File: src/rtl/ram8_bank.sv
// ram8_bank: 8-word x WIDTH-bit register bank with a one-hot write decode,
// registered reads with a valid flag, and a sequential clear engine that
// zeroes one word per cycle.
// Optional build macro RAM8_BANK_BYPASS_EN: when defined, a same-cycle
// load+read at the (shared) address forwards the incoming write data to out
// instead of returning the stored value.
module ram8_bank #(
   parameter int WIDTH  = 16,
   parameter int ADDR_W = 3
) (
   input  logic              clk,
   input  logic              reset,
   input  logic [WIDTH-1:0]  in,
   input  logic [ADDR_W-1:0] address,
   input  logic              load,
   input  logic              rd_en,
   input  logic              clr,
   output logic [WIDTH-1:0]  out,
   output logic              out_valid,
   output logic              busy,
   output logic [7:0]        written
);

   localparam int DEPTH = 8;

   localparam logic [0:0] IDLE  = 1'b0;
   localparam logic [0:0] CLEAR = 1'b1;

   logic [0:0]        state_q,     state_d;
   logic [ADDR_W-1:0] cnt_q,       cnt_d;
   logic [WIDTH-1:0]  out_q,       out_d;
   logic              out_valid_q, out_valid_d;
   logic              busy_q,      busy_d;
   logic [7:0]        written_q,   written_d;
   logic [WIDTH-1:0]  mem_q [0:DEPTH-1];
   logic [WIDTH-1:0]  mem_d [0:DEPTH-1];

   logic [7:0]        wr_sel_s;
   logic [7:0]        clr_sel_s;
   logic [WIDTH-1:0]  rd_data_s;

   // One-hot decodes for the write port and the clear engine.
   always_comb begin
      wr_sel_s  = 8'd1 << address;
      clr_sel_s = 8'd1 << cnt_q;
   end

   // Read data source; same-cycle load forwards the write data when enabled.
   always_comb begin
`ifdef RAM8_BANK_BYPASS_EN
      if (load) begin
         rd_data_s = in;
      end else begin
         rd_data_s = mem_q[address];
      end
`else
      rd_data_s = mem_q[address];
`endif
   end

   // Next-state logic: IDLE services clr > load/read, CLEAR walks the bank.
   always_comb begin
      state_d     = state_q;
      cnt_d       = cnt_q;
      out_d       = out_q;
      out_valid_d = 1'b0;
      busy_d      = busy_q;
      written_d   = written_q;
      for (int i = 0; i < DEPTH; i++) begin
         mem_d[i] = mem_q[i];
      end

      case (state_q)
         IDLE: begin
            if (clr) begin
               // Accepting a clear drops any load/read in the same cycle.
               state_d = CLEAR;
               cnt_d   = {ADDR_W{1'b0}};
               busy_d  = 1'b1;
            end else begin
               busy_d = 1'b0;
               if (load) begin
                  for (int i = 0; i < DEPTH; i++) begin
                     if (wr_sel_s[i]) begin
                        mem_d[i] = in;
                     end else begin
                        mem_d[i] = mem_q[i];
                     end
                  end
                  written_d = written_q | wr_sel_s;
               end else begin
                  written_d = written_q;
               end
               if (rd_en) begin
                  out_d       = rd_data_s;
                  out_valid_d = 1'b1;
               end else begin
                  out_d       = out_q;
                  out_valid_d = 1'b0;
               end
            end
         end
         CLEAR: begin
            for (int i = 0; i < DEPTH; i++) begin
               if (clr_sel_s[i]) begin
                  mem_d[i] = {WIDTH{1'b0}};
               end else begin
                  mem_d[i] = mem_q[i];
               end
            end
            written_d = written_q & ~clr_sel_s;
            cnt_d     = cnt_q + ADDR_W'(1);
            if (cnt_q == {ADDR_W{1'b1}}) begin
               state_d = IDLE;
               busy_d  = 1'b0;
            end else begin
               state_d = CLEAR;
               busy_d  = 1'b1;
            end
         end
         default: begin
            state_d = IDLE;
            cnt_d   = {ADDR_W{1'b0}};
            busy_d  = 1'b0;
         end
      endcase
   end

   // State registers with synchronous active-high reset.
   always_ff @(posedge clk) begin
      if (reset) begin
         state_q     <= IDLE;
         cnt_q       <= {ADDR_W{1'b0}};
         out_q       <= {WIDTH{1'b0}};
         out_valid_q <= 1'b0;
         busy_q      <= 1'b0;
         written_q   <= 8'd0;
         for (int i = 0; i < DEPTH; i++) begin
            mem_q[i] <= {WIDTH{1'b0}};
         end
      end else begin
         state_q     <= state_d;
         cnt_q       <= cnt_d;
         out_q       <= out_d;
         out_valid_q <= out_valid_d;
         busy_q      <= busy_d;
         written_q   <= written_d;
         for (int i = 0; i < DEPTH; i++) begin
            mem_q[i] <= mem_d[i];
         end
      end
   end

   assign out       = out_q;
   assign out_valid = out_valid_q;
   assign busy      = busy_q;
   assign written   = written_q;

endmodule

File: config.mk
export PLATFORM = sky130hd
export DESIGN_NAME = ram8_bank
export DESIGN_NICKNAME = d
export VERILOG_FILES = /design/src/rtl/ram8_bank.sv
export SDC_FILE = /design/constraint.sdc
export NUM_CORES = 1
export LEC_CHECK = 0
export BUFFER_PORTS_ARGS = -buffer_cell sky130_fd_sc_hd__buf_4
export CAP_MARGIN = 25
export CELL_PAD_IN_SITES_DETAIL_PLACEMENT = 0
export CELL_PAD_IN_SITES_GLOBAL_PLACEMENT = 1
export CORE_ASPECT_RATIO = 1.75
export CORE_MARGIN = 5
export CORE_UTILIZATION = 53
export DETAILED_ROUTE_END_ITERATION = 10
export GPL_TIMING_DRIVEN = 0
export PLACE_DENSITY = 0.82
export SLEW_MARGIN = 20
export SYNTH_ARGS = -nofsm -noshare
export SYNTH_HDL_FRONTEND = slang
export SYNTH_SLANG_ARGS = --single-unit
File: constraint.sdc
create_clock -name clk -period 2.59 [get_ports clk]
set_clock_uncertainty 0.05 [all_clocks]
set_input_delay 0.3885 -clock clk [delete_from_list [all_inputs] [get_ports clk]]
set_output_delay 0.3885 -clock clk [all_outputs]
set_load 0.005 [all_outputs]
Word level (Yosys, flattened, before mapping)
Memory sizes are Yosys's and may differ from the RTL's. A register that Yosys moved wholly into a read port is not among the register bits.
Index checks and enable logic that the tools add are counted.

operators by class
  add/sub/neg operators = 1
  equal/unequal tests = 36
  shifts and indexed selects = 2
  mux-type cells = 39
  bitwise logic cells = 13
  reduce and logical (&&, ||, !) cells = 11

operators with widths
  kind                                                                count
  16-bit 2-to-1 mux                                                   24
  128-bit 2-to-1 mux                                                  2
  128-bit one-hot mux with 2 select lines                             1
  5-bit AND reduction                                                 8
  2-bit != test (second input constant)                               19
  4-bit != test (second input constant)                               8
  3-bit != test (second input constant)                               8
  8-bit 2-to-1 mux                                                    2
  8-bit one-hot mux with 2 select lines                               1
  1-bit by 3-bit left shift with 8-bit output (first input constant)  2
  8-bit bitwise AND                                                   1
  8-bit inverter                                                      1
  1-bit OR                                                            8
  8-bit OR                                                            1
  1-bit 2-to-1 mux                                                    6
  3-bit one-hot mux with 2 select lines                               1
  3-bit by 1-bit adder with 3-bit output (second input constant)      1
  3-bit equality test (second input constant)                         1
  3-bit 2-to-1 mux                                                    1
  3-bit AND reduction                                                 1
  3-bit OR reduction                                                  1
  1-bit inverter                                                      2
  1-bit one-hot mux with 2 select lines                               1
  2-bit AND reduction                                                 1

storage, ports and cells
  flip-flop bits (word level) = 13
  memory bits (writable) = 128
  memories kept = 1

memories
  memory  depth  bits a word  read ports  clocked after memory_dff  write ports  line  RTL
  mem_q   8      16           1           1                         8            35    logic [WIDTH-1:0] mem_q [0:DEPTH-1];

Logic depth before layout (Yosys ltp)
Gate-level depths: netlist (run 1).

  word-level depth = 6
  mapped depth = 7
  mapped depth without buffers = 5

Worst setup path after synthesis (run 1)
OpenSTA, ideal clock, no wires.

  path type = input port to flip-flop
  start = input address[1]
  end = memory mem_q[0][0] (enable)
  arrival time = 1.480 ns
  path slack = 0.684 ns
  cell stages on the path = 4
  path buffers = 1
  cell sequence = buf_6 nor4b_2 nand2_2 nand3b_1

RTL lines
  element          line  RTL
  start, declared  14    input logic [ADDR_W-1:0] address,
  end, declared    35

==> key figures, run 1 <==
Status
  – Status: finished, final reports clean

STA
  – Setup repair after global routing missed its margin: no
  – Final setup TNS: 0 ns
  – Final max-slew violation count: 0
  – Final setup fails: 0
  – Transition time of the tightest slew-check pin: 1.009 ns
  – Count of endpoints failing hold in the final timing report: 0
  – Upper clock frequency limit: 0.4362 GHz
  – Minimum clock period: 2.292 ns
  – Max-slew headroom at the worst pin: 0.3258
  – Period Utilization, post-route: 0.8851

Cells and area
  – Number of antenna repair diodes: 0
  – Finished layout cell area: 8051 um^2
  – Layout Nets: 636
  – Finished Layout Cells: 787
  – Area growth from synthesis to final layout: 18.51%
  – Fraction of final layout cells with drive strength greater than 1: 0.2278

Clock network
  – Clock edge transition at the registers on the reported setup and hold paths: 0.06 ns
  – Clock network latency to the later pin of the worst-skew pair: 0.42 ns
  – TritonCTS Buffers: 17
  – Largest buffer count on any clock path: 2
  – CTS sink count: 157
  – Buffer cell driving the clock tree root: sky130_fd_sc_hd__clkbuf_16
  – # hold bufs at CTS: 0
  – CTS tree: done
  – Post-CTS Setup Inserts: 0
  – CTS H-Tree Depth: 4
  – Post-CTS sizing: 0

Global routing
  – Initial antenna violation count: 0
  – Total congestion overflow after global routing: 0
  – Vias in the first global route: 4,699
  – Global-route wire length before repair: 26,440 um
  – Global-route total usage across every layer: 0.2416
  – Pin count of the biggest net entering global routing: 17

Synth
  – Number of library cell types mapped by synthesis: 30
  – Avg Synthesized Cell Area: 12.72 um^2
  – Fraction of the yosys area taken by sequential cells: 0.6512
  – Synthesized instance count: 534
  – Register bit count reported by yosys: 157
  – Most frequent cells after synthesis: 128 x sky130_fd_sc_hd__edfxtp_1, 112 x sky130_fd_sc_hd__nor2_1, 65 x sky130_fd_sc_hd__mux2i_1
  – Yosys top cell by area: sky130_fd_sc_hd__edfxtp_1
  – Library cell with the highest instance count after synthesis: sky130_fd_sc_hd__edfxtp_1
  – Area of the mapped netlist: 6794 um^2
  – Synth warn: 0
  – Ys flop type: sky130_fd_sc_hd__edfxtp_1
  – Top-area cell type share of the netlist area: 0.5657
  – Most area-consuming cells after synthesis: sky130_fd_sc_hd__edfxtp_1 57%, sky130_fd_sc_hd__mux2i_1 9.6%, sky130_fd_sc_hd__dfxtp_1 8.5%
  – Syn nets: 564
  – FFs w/ async S/R, synth: 0
  – EDFF count, synth: 128

Power
  – Largest vdd supply drop: 498.6 uV
  – Clock power frac: 0.432
  – Combinational power share: 0.082
  – Internal portion of total power: 4.621 mW
  – Power dissipated by switching net loads: 1.361 mW
  – Reg power frac: 0.486
  – Total leakage power: 3.198 nW
  – Switching power as a share of total power: 0.2276
  – Power density cells: 743.0 nW/um^2

Detailed routing
  – Vias per cell: 5.705
  – Total routed wirelength: 17,390 um
  – Routed vias: 4,490
  – Detailed-routing iteration count for the pre-antenna-repair pass: 7
  – Number of antenna-violating nets in the routed design: 0
  – Average routed wire per standard cell: 22.09 um
  – DRC violations left: 0
  – First DRT Iteration DRCs: 253

Placement
  – Placer Congestion: 0.8297
  – Port-buffer cells: 47
  – Placed standard-cell area: 7410 um^2
  – Number of cells in the design after placement: 753
  – Final HPWL DP: 11,640 um

Floorplan
  – Horizontal die dimension: 95.59 um
  – Std cell rows: 54
  – Die Span Y: 159.8 um
  – Effective utilization at floorplan: 0.5435
  – DIE AREA: 15,270 um^2
  – I/O pins: 50
  – Core box area: 12,500 um^2

Critical path
  – Type of destination of the critical path: register
  – Type of the setup path with the least slack: register to register
  – Crit path arrival time: 2.29 ns
  – Top fanout value on the critical path: 16
  – End of the critical path: mem_q[7][15]
  – Number of cells traversed by the worst register-to-register path: 3
  – Startpoint of the worst setup timing path: busy
  – Origin of the critical flop-to-flop path: busy
  – Setup slack of the most critical reg-to-reg path: 0.30 ns
  – Reg-to-Reg End: mem_q[7][15]
  – Required arrival time at the worst endpoint: 2.59 ns
  – Critical Path Source Type: register

Min path
  – Hold depth: 3
  – Hold Crit Class: input pin to register

Run
  – Count of max-cap constraint violations: 0
[cell usage in the layout (no fill, tap or decap)]
cell type / Yosys / layout
sky130_fd_sc_hd__nand2_1: 33 / 33
sky130_fd_sc_hd__buf_6: 7 / 11
sky130_fd_sc_hd__nand3_1: 3 / 3
sky130_fd_sc_hd__buf_8: 1 / 3
sky130_fd_sc_hd__clkinv_4: 0 / 1
sky130_fd_sc_hd__dfxtp_1: 29 / 29
sky130_fd_sc_hd__inv_1: 19 / 19
sky130_fd_sc_hd__nor4b_2: 1 / 1
sky130_fd_sc_hd__buf_2: 11 / 11
sky130_fd_sc_hd__nor2_1: 112 / 112
sky130_fd_sc_hd__clkinvlp_4: 0 / 1
sky130_fd_sc_hd__mux2i_1: 65 / 65
sky130_fd_sc_hd__a21oi_1: 26 / 26
sky130_fd_sc_hd__nor3_2: 16 / 16
sky130_fd_sc_hd__nor2_2: 8 / 8
sky130_fd_sc_hd__clkbuf_4: 1 / 1
sky130_fd_sc_hd__nor2b_1: 5 / 5
sky130_fd_sc_hd__o31a_1: 1 / 1
sky130_fd_sc_hd__ha_1: 6 / 6
sky130_fd_sc_hd__bufinv_16: 0 / 2
sky130_fd_sc_hd__nand3b_1: 7 / 7
sky130_fd_sc_hd__buf_12: 1 / 1
sky130_fd_sc_hd__and4bb_1: 1 / 1
sky130_fd_sc_hd__a22oi_1: 32 / 32
sky130_fd_sc_hd__inv_6: 0 / 4
sky130_fd_sc_hd__clkbuf_1: 4 / 6
sky130_fd_sc_hd__clkbuf_16: 0 / 19
sky130_fd_sc_hd__inv_4: 0 / 1
sky130_fd_sc_hd__nand2_2: 6 / 6
sky130_fd_sc_hd__clkinv_2: 0 / 1
sky130_fd_sc_hd__buf_4: 5 / 52
sky130_fd_sc_hd__edfxtp_1: 128 / 128
sky130_fd_sc_hd__and2_1: 2 / 2
sky130_fd_sc_hd__clkbuf_8: 0 / 1
sky130_fd_sc_hd__nand2b_1: 1 / 1
sky130_fd_sc_hd__and4bb_2: 1 / 1
sky130_fd_sc_hd__and4b_1: 1 / 1
sky130_fd_sc_hd__nor3_1: 1 / 1
[area by class of cell]
type	count	area [um^2]
buffer	30	229.0
timing repair buffer	53	427.9
fill	992	4448
tap	168	210.2
clock inverter	10	122.6
multi-input combinational	328	2069
clock buffer	22	496.7
inverter	19	71.32
sequential	157	4424
[cells by family after synthesis]
| group | after synthesis | synth area share |
|---|---|---|
| buf+inv | 49 | 0.04420 |
| mux | 65 | 0.09576 |
| fa+ha+maj | 6 | 0.01105 |
| flops | 157 | 0.6512 |
| simple gates | 198 | 0.1420 |
| compound gates | 59 | 0.05580 |
[sequential cells by signal, indices dropped and copies added, names as in the netlist]
register / flops
mem_q: 128
out: 16
written: 8
busy: 1
cnt_q: 3
out_valid: 1
[layer usage]
metal  global-route usage  share of wire  vias to the layer above
met5                    0              0                        -
met4              0.09845          0.037                        0
met3              0.05085          0.059                       47
met2               0.4207           0.53                      202
met1               0.2830           0.37                     2188
li1                     -              -                     2053
[power by group through the flow]
stage                     Clock [mW]  Sequential (mW)  Combinational [mW]
after detailed placement           0             2.96               0.488
after global routing            2.71             2.92               0.529
after global placement             0             2.95               0.467
after CTS                       2.59             2.91               0.490
final                           2.58             2.91               0.491
after floorplan                    0             2.95               0.292
[how the worst min path moves through the flow]
stage / start / end / slack [ns]
after floorplan: written[0] / written[0] / 0.40
after global placement: written[6] / written[6] / 0.40
after detailed placement: written[6] / written[6] / 0.40
after CTS: clr / cnt_q[2] / 0.23
after global routing: clr / cnt_q[2] / 0.25
final: clr / cnt_q[2] / 0.24
[critical path, stage by stage, from the launching register on]
cell and delay, ns:
sky130_fd_sc_hd__dfxtp_1 0.52, sky130_fd_sc_hd__clkbuf_1 0.40, sky130_fd_sc_hd__a21oi_1 0.16, sky130_fd_sc_hd__nand2_1 0.77
[through the flow]
step | util | power [mW] | setup slack [ns] | hold WS, ns
6_report | 0.6441 | 5.982 | 0.2976 | 0.2352
5_1_grt | 0.6441 | 6.149 | 0.1471 | 0.2484
4_1_cts | 0.6423 | 5.985 | 0.1526 | 0.2278
3_5_place_dp | 0.5928 | 3.448 | 0.001959 | 0.4013
3_3_place_gp | 0.5886 | 3.421 | 0.04476 | 0.3986
2_1_floorplan | - | 3.239 | 0.6842 | 0.4027
No activity file was read; power rests on OpenSTA's default activity.
==> inputs of run 2 (changes only) <==
--- a/config.mk
+++ b/config.mk
@@ -15,5 +15,6 @@
 export DETAILED_ROUTE_END_ITERATION = 10
 export GPL_TIMING_DRIVEN = 0
-export PLACE_DENSITY = 0.82
+export PLACE_DENSITY = 0.85
+export SKIP_CTS_REPAIR_TIMING = 1
 export SLEW_MARGIN = 20
 export SYNTH_ARGS = -nofsm -noshare
==> constraint.sdc (replaced) <==
create_clock -name clk -period 2.59 [get_ports clk]
set_clock_uncertainty 0.05 [all_clocks]
set_input_delay 0.259 -clock clk [delete_from_list [all_inputs] [get_ports clk]]
set_output_delay 0.259 -clock clk [all_outputs]
set_load 0.005 [all_outputs]
==> run 2 against run 1 <==
Effect of this change: clock power is 4% lower; critical path depth stayed put; via count hardly changed; clock-buffer cell count is 2 lower; critical path type unchanged; highest routed layer unchanged.
==> key figures, run 2 (synthesized netlist as in run 1, its figures left out) <==
Detailed routing
  – DRC violations left: 0 (unchanged)
  – Routed vias: 4,492 (+0.045%)
  – First DRT Iteration DRCs: 332 (+31%)
  – Average routed wire per standard cell: 22.16 um (+0.31%)
  – Number of antenna-violating nets in the routed design: 0 (unchanged)
  – Detailed-routing iteration count for the pre-antenna-repair pass: 5 (-2)
  – Total routed wirelength: 17,440 um (+0.31%)
  – Vias per cell: 5.708 (about the same)

Clock network
  – CTS sink count: 157 (unchanged)
  – Buffer cell driving the clock tree root: sky130_fd_sc_hd__clkbuf_16
  – Clock edge transition at the registers on the reported setup and hold paths: 0.06 ns (about the same)
  – CTS tree: done
  – TritonCTS Buffers: 17 (unchanged)
  – Largest buffer count on any clock path: 2 (unchanged)
  – CTS H-Tree Depth: 4 (unchanged)
  – Clock network latency to the later pin of the worst-skew pair: 0.42 ns (about the same)

Cells and area
  – Flip-flop count of the largest register after layout: 128 (unchanged)
  – Number of antenna repair diodes: 0 (unchanged)
  – Final core utilization: 0.6427 (-0.001401)
  – Area growth from synthesis to final layout: 18.25%
  – Highest-count cells in the layout ignoring fill and taps: 128 x sky130_fd_sc_hd__edfxtp_1, 112 x sky130_fd_sc_hd__nor2_1, 65 x sky130_fd_sc_hd__mux2i_1
  – Most flop-heavy register: mem_q
  – Commonest non-fill, non-tap cell in the layout: sky130_fd_sc_hd__edfxtp_1
  – Layout Nets: 636 (unchanged)
  – Finished layout cell area: 8034 um^2 (-0.22%)
  – Fraction of final layout cells with drive strength greater than 1: 0.2294 (+0.001616)
  – Fill cells: 990 (-0.20%)

Floorplan
  – Std cell rows: 54 (unchanged)
  – Effective utilization at floorplan: 0.5435 (unchanged)
  – I/O pins: 50 (unchanged)
  – Horizontal die dimension: 95.59 um (unchanged)
  – DIE AREA: 15,270 um^2 (unchanged)
  – Die Span Y: 159.8 um (unchanged)
  – Core box area: 12,500 um^2 (unchanged)

Global routing
  – Total congestion overflow after global routing: 0 (unchanged)
  – Initial antenna violation count: 0 (unchanged)
  – Vias in the first global route: 4,671 (-0.60%)
  – Global-route total usage across every layer: 0.2384 (-0.003209)
  – Pin count of the biggest net entering global routing: 17 (unchanged)
  – Global-route wire length before repair: 26,320 um (-0.44%)

Placement
  – Placed standard-cell area: 7357 um^2 (-0.71%)
  – Final HPWL DP: 11,380 um (-2.2%)
  – Port-buffer cells: 47 (unchanged)
  – Setup Slack @ Placement: 0.1445 ns (+0.1425 ns)
  – Placer Congestion: 0.8152 (-1.7%)

Critical path
  – Top fanout value on the critical path: 16 (unchanged)
  – Type of the setup path with the least slack: register to register
  – Critical Path Source Type: register
  – Type of destination of the critical path: register
  – Required arrival time at the worst endpoint: 2.42 ns (-0.17 ns)
  – Crit path arrival time: 2.13 ns (-0.16 ns)
  – Setup slack of the most critical reg-to-reg path: 0.29 ns (about the same)

STA
  – Final setup margin: 0.2910 ns (-0.006601 ns)
  – Setup repair after global routing missed its margin: no
  – Transition time of the tightest slew-check pin: 1.035 ns (+0.02630 ns)
  – Final max-slew violation count: 0 (unchanged)
  – Upper clock frequency limit: 0.4350 GHz (-0.29%)
  – Period Utilization, post-route: 0.8877 (+0.002549)
  – Final setup fails: 0 (unchanged)
  – Minimum clock period: 2.299 ns (+0.006601 ns)
  – Count of endpoints failing hold in the final timing report: 0 (unchanged)
  – Final setup TNS: 0 ns (unchanged)
  – Max-slew headroom at the worst pin: 0.3078 (-0.01799)

Power
  – Reg power frac: 0.494 (+0.008)
  – Total leakage power: 3.173 nW (-0.77%)
  – Internal portion of total power: 4.524 mW (-2.1%)
  – Power dissipated by switching net loads: 1.358 mW (-0.24%)
  – Largest vdd supply drop: 482.2 uV (-3.3%)
  – Clock power frac: 0.422 (-0.010)
  – Power density cells: 732.2 nW/um^2 (-1.4%)
  – Switching power as a share of total power: 0.2309 (+0.003295)
  – Combinational power share: 0.084 (+0.002)

Run
  – Count of max-cap constraint violations: 0 (unchanged)

Min path
  – Hold Crit Class: input pin to register

Status
  – Status: finished, final reports clean
run 2: cell types whose count changed in the layout (fill, tap and decap cells not counted), sizes merged:
cell,before,now
clkinvlp,1,5
inv,24,21
clkbuf,27,25
clkinv,2,3
run 2: through the flow:
| step | power [mW] | instances | hold slack, ns |
|---|---|---|---|
| final | 5.882 | 787 | 0.1244 |
| after global routing | 6.031 | 787 | 0.1449 |
| after CTS | 5.867 | 781 | 0.1234 |
| after detailed placement | 3.440 | 749 | 0.4054 |
| after global placement | 3.414 | 749 | 0.3997 |
| after floorplan | 3.239 | 534 | 0.3737 |
run 2: layout make-up:
| cell class | instances | area [um^2] | area share |
|---|---|---|---|
| flip-flops and latches | 157 | 4424 | 0.5507 |
| multi-input cells | 328 | 2069 | 0.2576 |
| clock buffers | 20 | 456.7 | 0.05684 |
| repair buffers | 53 | 435.4 | 0.05420 |
| plain buffers | 30 | 229.0 | 0.02850 |
| well taps | 168 | 210.2 | 0.02616 |
| clock inverters | 12 | 137.6 | 0.01713 |
| inverters | 19 | 71.32 | 0.008877 |
run 2: critical path, cell delays in order, from the launching register on:
cell	delay, ns
sky130_fd_sc_hd__dfxtp_1	0.52
sky130_fd_sc_hd__nor2_1	0.18
sky130_fd_sc_hd__nand2_2	0.24
sky130_fd_sc_hd__nand3b_1	0.76
run 2: layer usage:
layer  share of wire  wire (um)  track usage
met5               0          0            0
met4           0.029        503      0.09326
met3           0.055        957      0.04284
met2            0.54       9377       0.4194
met1            0.38       6601       0.2817
run 2: path summary, 6_finish.rpt:
| path | start | to | cells past startpoint |
|---|---|---|---|
| worst max register to register | busy | mem_q[0][6] | 3 |
| worst max-delay path | busy | mem_q[0][6] | 3 |
| worst min register to register | written[4] | written[4] | 2 |
| worst min-delay path | clr | cnt_q[2] | 3 |
run 2: power by group through the flow:
stage | logic, mW | registers (mW) | clock network [mW]
2_1_floorplan | 0.292 | 2.95 | 0
3_3_place_gp | 0.460 | 2.95 | 0
3_5_place_dp | 0.477 | 2.96 | 0
4_1_cts | 0.479 | 2.91 | 2.48
5_1_grt | 0.528 | 2.92 | 2.59
6_report | 0.493 | 2.91 | 2.48
==> inputs of run 3 (changes only) <==
- ABC_AREA: default -> 1
- CORE_UTILIZATION: 53 -> 50
==> run 3 against run 2 <==
Effect of this change: worst hold slack got worse by 0.074 ns; global-route usage down 0.94 points; flip-flop and latch count unchanged; routed wire length grew 5.3%; sequential power grew 2%; die area rose by 8.7%; final area grew 1.4%; fmax is 2.8% lower; area after synthesis increased by 3.3%; critical path depth grew 3.
==> key figures, run 3 <==
Status
  – Status: finished, final reports clean

Synth
  – Fraction of the yosys area taken by sequential cells: 0.6304 (-0.02078)
  – Area of the mapped netlist: 7018 um^2 (+3.3%)
  – Dominant combinational cell family by area after synthesis: simple AND/OR/NAND/NOR gates
  – Compound-gate portion of the synthesized area: 0.04314 (-0.01266)
  – Synthesized-area fraction occupied by xor and xnor cells: 0 (unchanged)
  – Post-synthesis mux area share: 0 (-0.09576)
  – Most frequent cells after synthesis: 291 x sky130_fd_sc_hd__nand2_1, 128 x sky130_fd_sc_hd__edfxtp_1, 112 x sky130_fd_sc_hd__nor2_1
  – Avg Synthesized Cell Area: 9.246 um^2 (-27%)
  – Synth Area in Adders: 0.01070 (-0.0003526)
  – Number of library cell types mapped by synthesis: 25 (-17%)
  – Library cell with the highest instance count after synthesis: sky130_fd_sc_hd__nand2_1
  – Synthesized instance count: 759 (+42%)
  – Top-area cell type share of the netlist area: 0.5477 (-0.01805)
  – Ys flop type: sky130_fd_sc_hd__edfxtp_1
  – Synth warn: 0 (unchanged)
  – Fraction of the mapped netlist area in simple logic gates: 0.2594 (+0.1174)
  – Most area-consuming cells after synthesis: sky130_fd_sc_hd__edfxtp_1 55%, sky130_fd_sc_hd__nand2_1 16%, sky130_fd_sc_hd__dfxtp_1 8.3%
  – EDFF count, synth: 128 (unchanged)
  – Register bit count reported by yosys: 157 (unchanged)
  – FFs w/ async S/R, synth: 0 (unchanged)
  – Yosys top cell by area: sky130_fd_sc_hd__edfxtp_1
  – Syn nets: 789 (+40%)

Clock network
  – Clock edge transition at the registers on the reported setup and hold paths: 0.06 ns (about the same)
  – TritonCTS Buffers: 17 (unchanged)
  – Clock network latency to the later pin of the worst-skew pair: 0.42 ns (about the same)
  – CTS tree: done
  – Buffer cell driving the clock tree root: sky130_fd_sc_hd__clkbuf_16
  – Largest buffer count on any clock path: 2 (unchanged)
  – CTS H-Tree Depth: 4 (unchanged)
  – CTS sink count: 157 (unchanged)

Floorplan
  – Effective utilization at floorplan: 0.5072 (-0.03631)
  – Core box area: 13,840 um^2 (+11%)
  – Die Span Y: 166.7 um (+4.3%)
  – Std cell rows: 57 (+5.6%)
  – DIE AREA: 16,600 um^2 (+8.7%)
  – I/O pins: 50 (unchanged)
  – Horizontal die dimension: 99.56 um (+4.2%)

STA
  – Minimum clock period: 2.365 ns (+0.06583 ns)
  – Final setup TNS: 0 ns (unchanged)
  – Final max-slew violation count: 0 (unchanged)
  – Hold Worst Slack: 0.05026 ns (-0.07411 ns)
  – Period Utilization, post-route: 0.9131 (+0.02542)
  – Transition time of the tightest slew-check pin: 0.8907 ns (-0.1444 ns)
  – Upper clock frequency limit: 0.4229 GHz (-2.8%)
  – Setup repair after global routing missed its margin: no
  – Final setup fails: 0 (unchanged)
  – Max-slew headroom at the worst pin: 0.4047 (+0.09695)
  – Count of endpoints failing hold in the final timing report: 0 (unchanged)

Placement
  – Port-buffer cells: 46 (-2.1%)
  – Final HPWL DP: 13,480 um (+18%)
  – Placed standard-cell area: 7585 um^2 (+3.1%)
  – Placer Congestion: 0.8788 (+7.8%)
  – Number of cells in the design after placement: 982 (+31%)

Detailed routing
  – Routed vias: 5,392 (+20%)
  – Vias per cell: 5.318 (-6.8%)
  – Total routed wirelength: 18,370 um (+5.3%)
  – Number of antenna-violating nets in the routed design: 0 (unchanged)
  – First DRT Iteration DRCs: 453 (+36%)
  – Average routed wire per standard cell: 18.12 um (-18%)
  – DRC violations left: 0 (unchanged)
  – Detailed-routing iteration count for the pre-antenna-repair pass: 5 (unchanged)

Critical path
  – Required arrival time at the worst endpoint: 2.51 ns (+0.09 ns)
  – Type of destination of the critical path: register
  – Type of the setup path with the least slack: register to register
  – Crit path arrival time: 2.29 ns (+0.16 ns)
  – Critical Path Source Type: register
  – Top fanout value on the critical path: 16 (unchanged)

Power
  – Largest vdd supply drop: 462.7 uV (-4.0%)
  – Overall power: 5.928 mW (+0.78%)
  – Total leakage power: 3.594 nW (+13%)
  – Clock power frac: 0.402 (-0.020)
  – Reg power frac: 0.499 (+0.005)
  – Internal portion of total power: 4.483 mW (-0.92%)
  – Power density cells: 727.5 nW/um^2 (-0.64%)
  – Combinational power share: 0.099 (+0.015)
  – Switching power as a share of total power: 0.2439 (+0.01300)
  – Power dissipated by switching net loads: 1.446 mW (+6.5%)

Global routing
  – Pin count of the biggest net entering global routing: 17 (unchanged)
  – Global-route total usage across every layer: 0.2291 (-0.009353)
  – Global-route wire length before repair: 28,610 um (+8.7%)
  – Initial antenna violation count: 0 (unchanged)
  – Total congestion overflow after global routing: 0 (unchanged)
  – Vias in the first global route: 5,312 (+14%)

Cells and area
  – Area growth from synthesis to final layout: 16.12%
  – Number of antenna repair diodes: 0 (unchanged)
  – Commonest non-fill, non-tap cell in the layout: sky130_fd_sc_hd__nand2_1
  – Fraction of final layout cells with drive strength greater than 1: 0.1410 (-0.08842)
  – Fill cells: 1,240 (+25%)
  – Most flop-heavy register: mem_q
  – Flip-flop count of the largest register after layout: 128 (unchanged)
  – Highest-count cells in the layout ignoring fill and taps: 291 x sky130_fd_sc_hd__nand2_1, 128 x sky130_fd_sc_hd__edfxtp_1, 112 x sky130_fd_sc_hd__nor2_1
  – Finished Layout Cells: 1,014 (+29%)
  – Finished layout cell area: 8149 um^2 (+1.4%)
  – Layout Nets: 854 (+34%)

Run
  – Count of max-cap constraint violations: 0 (unchanged)

Min path
  – Hold Crit Class: input pin to register
## run 3: cell count changes after synthesis, sizes merged, moves of 5 or more
cell / before / now
buf: 25 / 33
nand3b: 7 / 0
a22oi: 32 / 3
nand2: 39 / 292
nor2: 120 / 115
inv: 19 / 41
mux2i: 65 / 0
nor2b: 5 / 0
nand3: 3 / 51
nor3: 17 / 1
o21ai: 0 / 25
## run 3: routing by layer
metal  vias to the layer above  global-route usage  share of wire
li1                       2589                   -              -
met2                       211              0.4098           0.54
met3                        20             0.04688          0.067
met1                      2572              0.2746           0.37
met5                         -                   0              0
met4                         0             0.06778          0.014
## run 3: worst paths after layout
kind / startpoint / endpoint / slack (ns) / cells after the start
min: clr / busy / 0.05 / 3
max: busy / mem_q[2][9] / 0.23 / 6
max reg2reg: busy / mem_q[2][9] / 0.23 / 6
min reg2reg: written[1] / written[1] / 0.42 / 2
## run 3: metrics by stage
stage / setup slack, ns / util
after global placement: 0.1106 / 0.5482
after CTS: 0.2273 / 0.5890
final: 0.2251 / 0.5890
after floorplan: 0.7160 / -
after detailed placement: 0.01282 / 0.5482
after global routing: 0.1040 / 0.5890
## run 3: cell families (layout without fill, tap and decap cells)
family | count (synthesis) | count (layout)
and+or+nand+nor | 461 | 461
DFF | 157 | 157
buffers and inverters | 82 | 160
AOI/OAI and AO/OA | 53 | 53
adders and majority gates | 6 | 6
## run 3: final cells by class
type / count / area, um^2 / area share
Sequential cell: 157 / 4424 / 0.5429
Multi-Input combinational cell: 520 / 2198 / 0.2698
Clock buffer: 21 / 471.7 / 0.05788
Timing Repair Buffer: 46 / 345.3 / 0.04238
Buffer: 40 / 237.7 / 0.02917
Tap cell: 177 / 221.5 / 0.02718
Inverter: 42 / 157.7 / 0.01935
Clock inverter: 11 / 92.59 / 0.01136
## run 3: critical path, cell delays in order, from the launching register on
cell and delay (ns):
sky130_fd_sc_hd__dfxtp_1 0.36, sky130_fd_sc_hd__nor2_4 0.21, sky130_fd_sc_hd__nand2_4 0.12, sky130_fd_sc_hd__buf_6 0.16
sky130_fd_sc_hd__o21ai_4 0.33, sky130_fd_sc_hd__buf_6 0.21, sky130_fd_sc_hd__nand2_1 0.48
## run 3: power by group through the flow
stage,Clock [mW],Sequential (mW),Combinational [mW]
finish,2.38,2.96,0.585
global route,2.51,2.97,0.646
CTS,2.39,2.96,0.585
detailed placement,0,3.01,0.582
global placement,0,3.00,0.572
floorplan,0,3.00,0.362
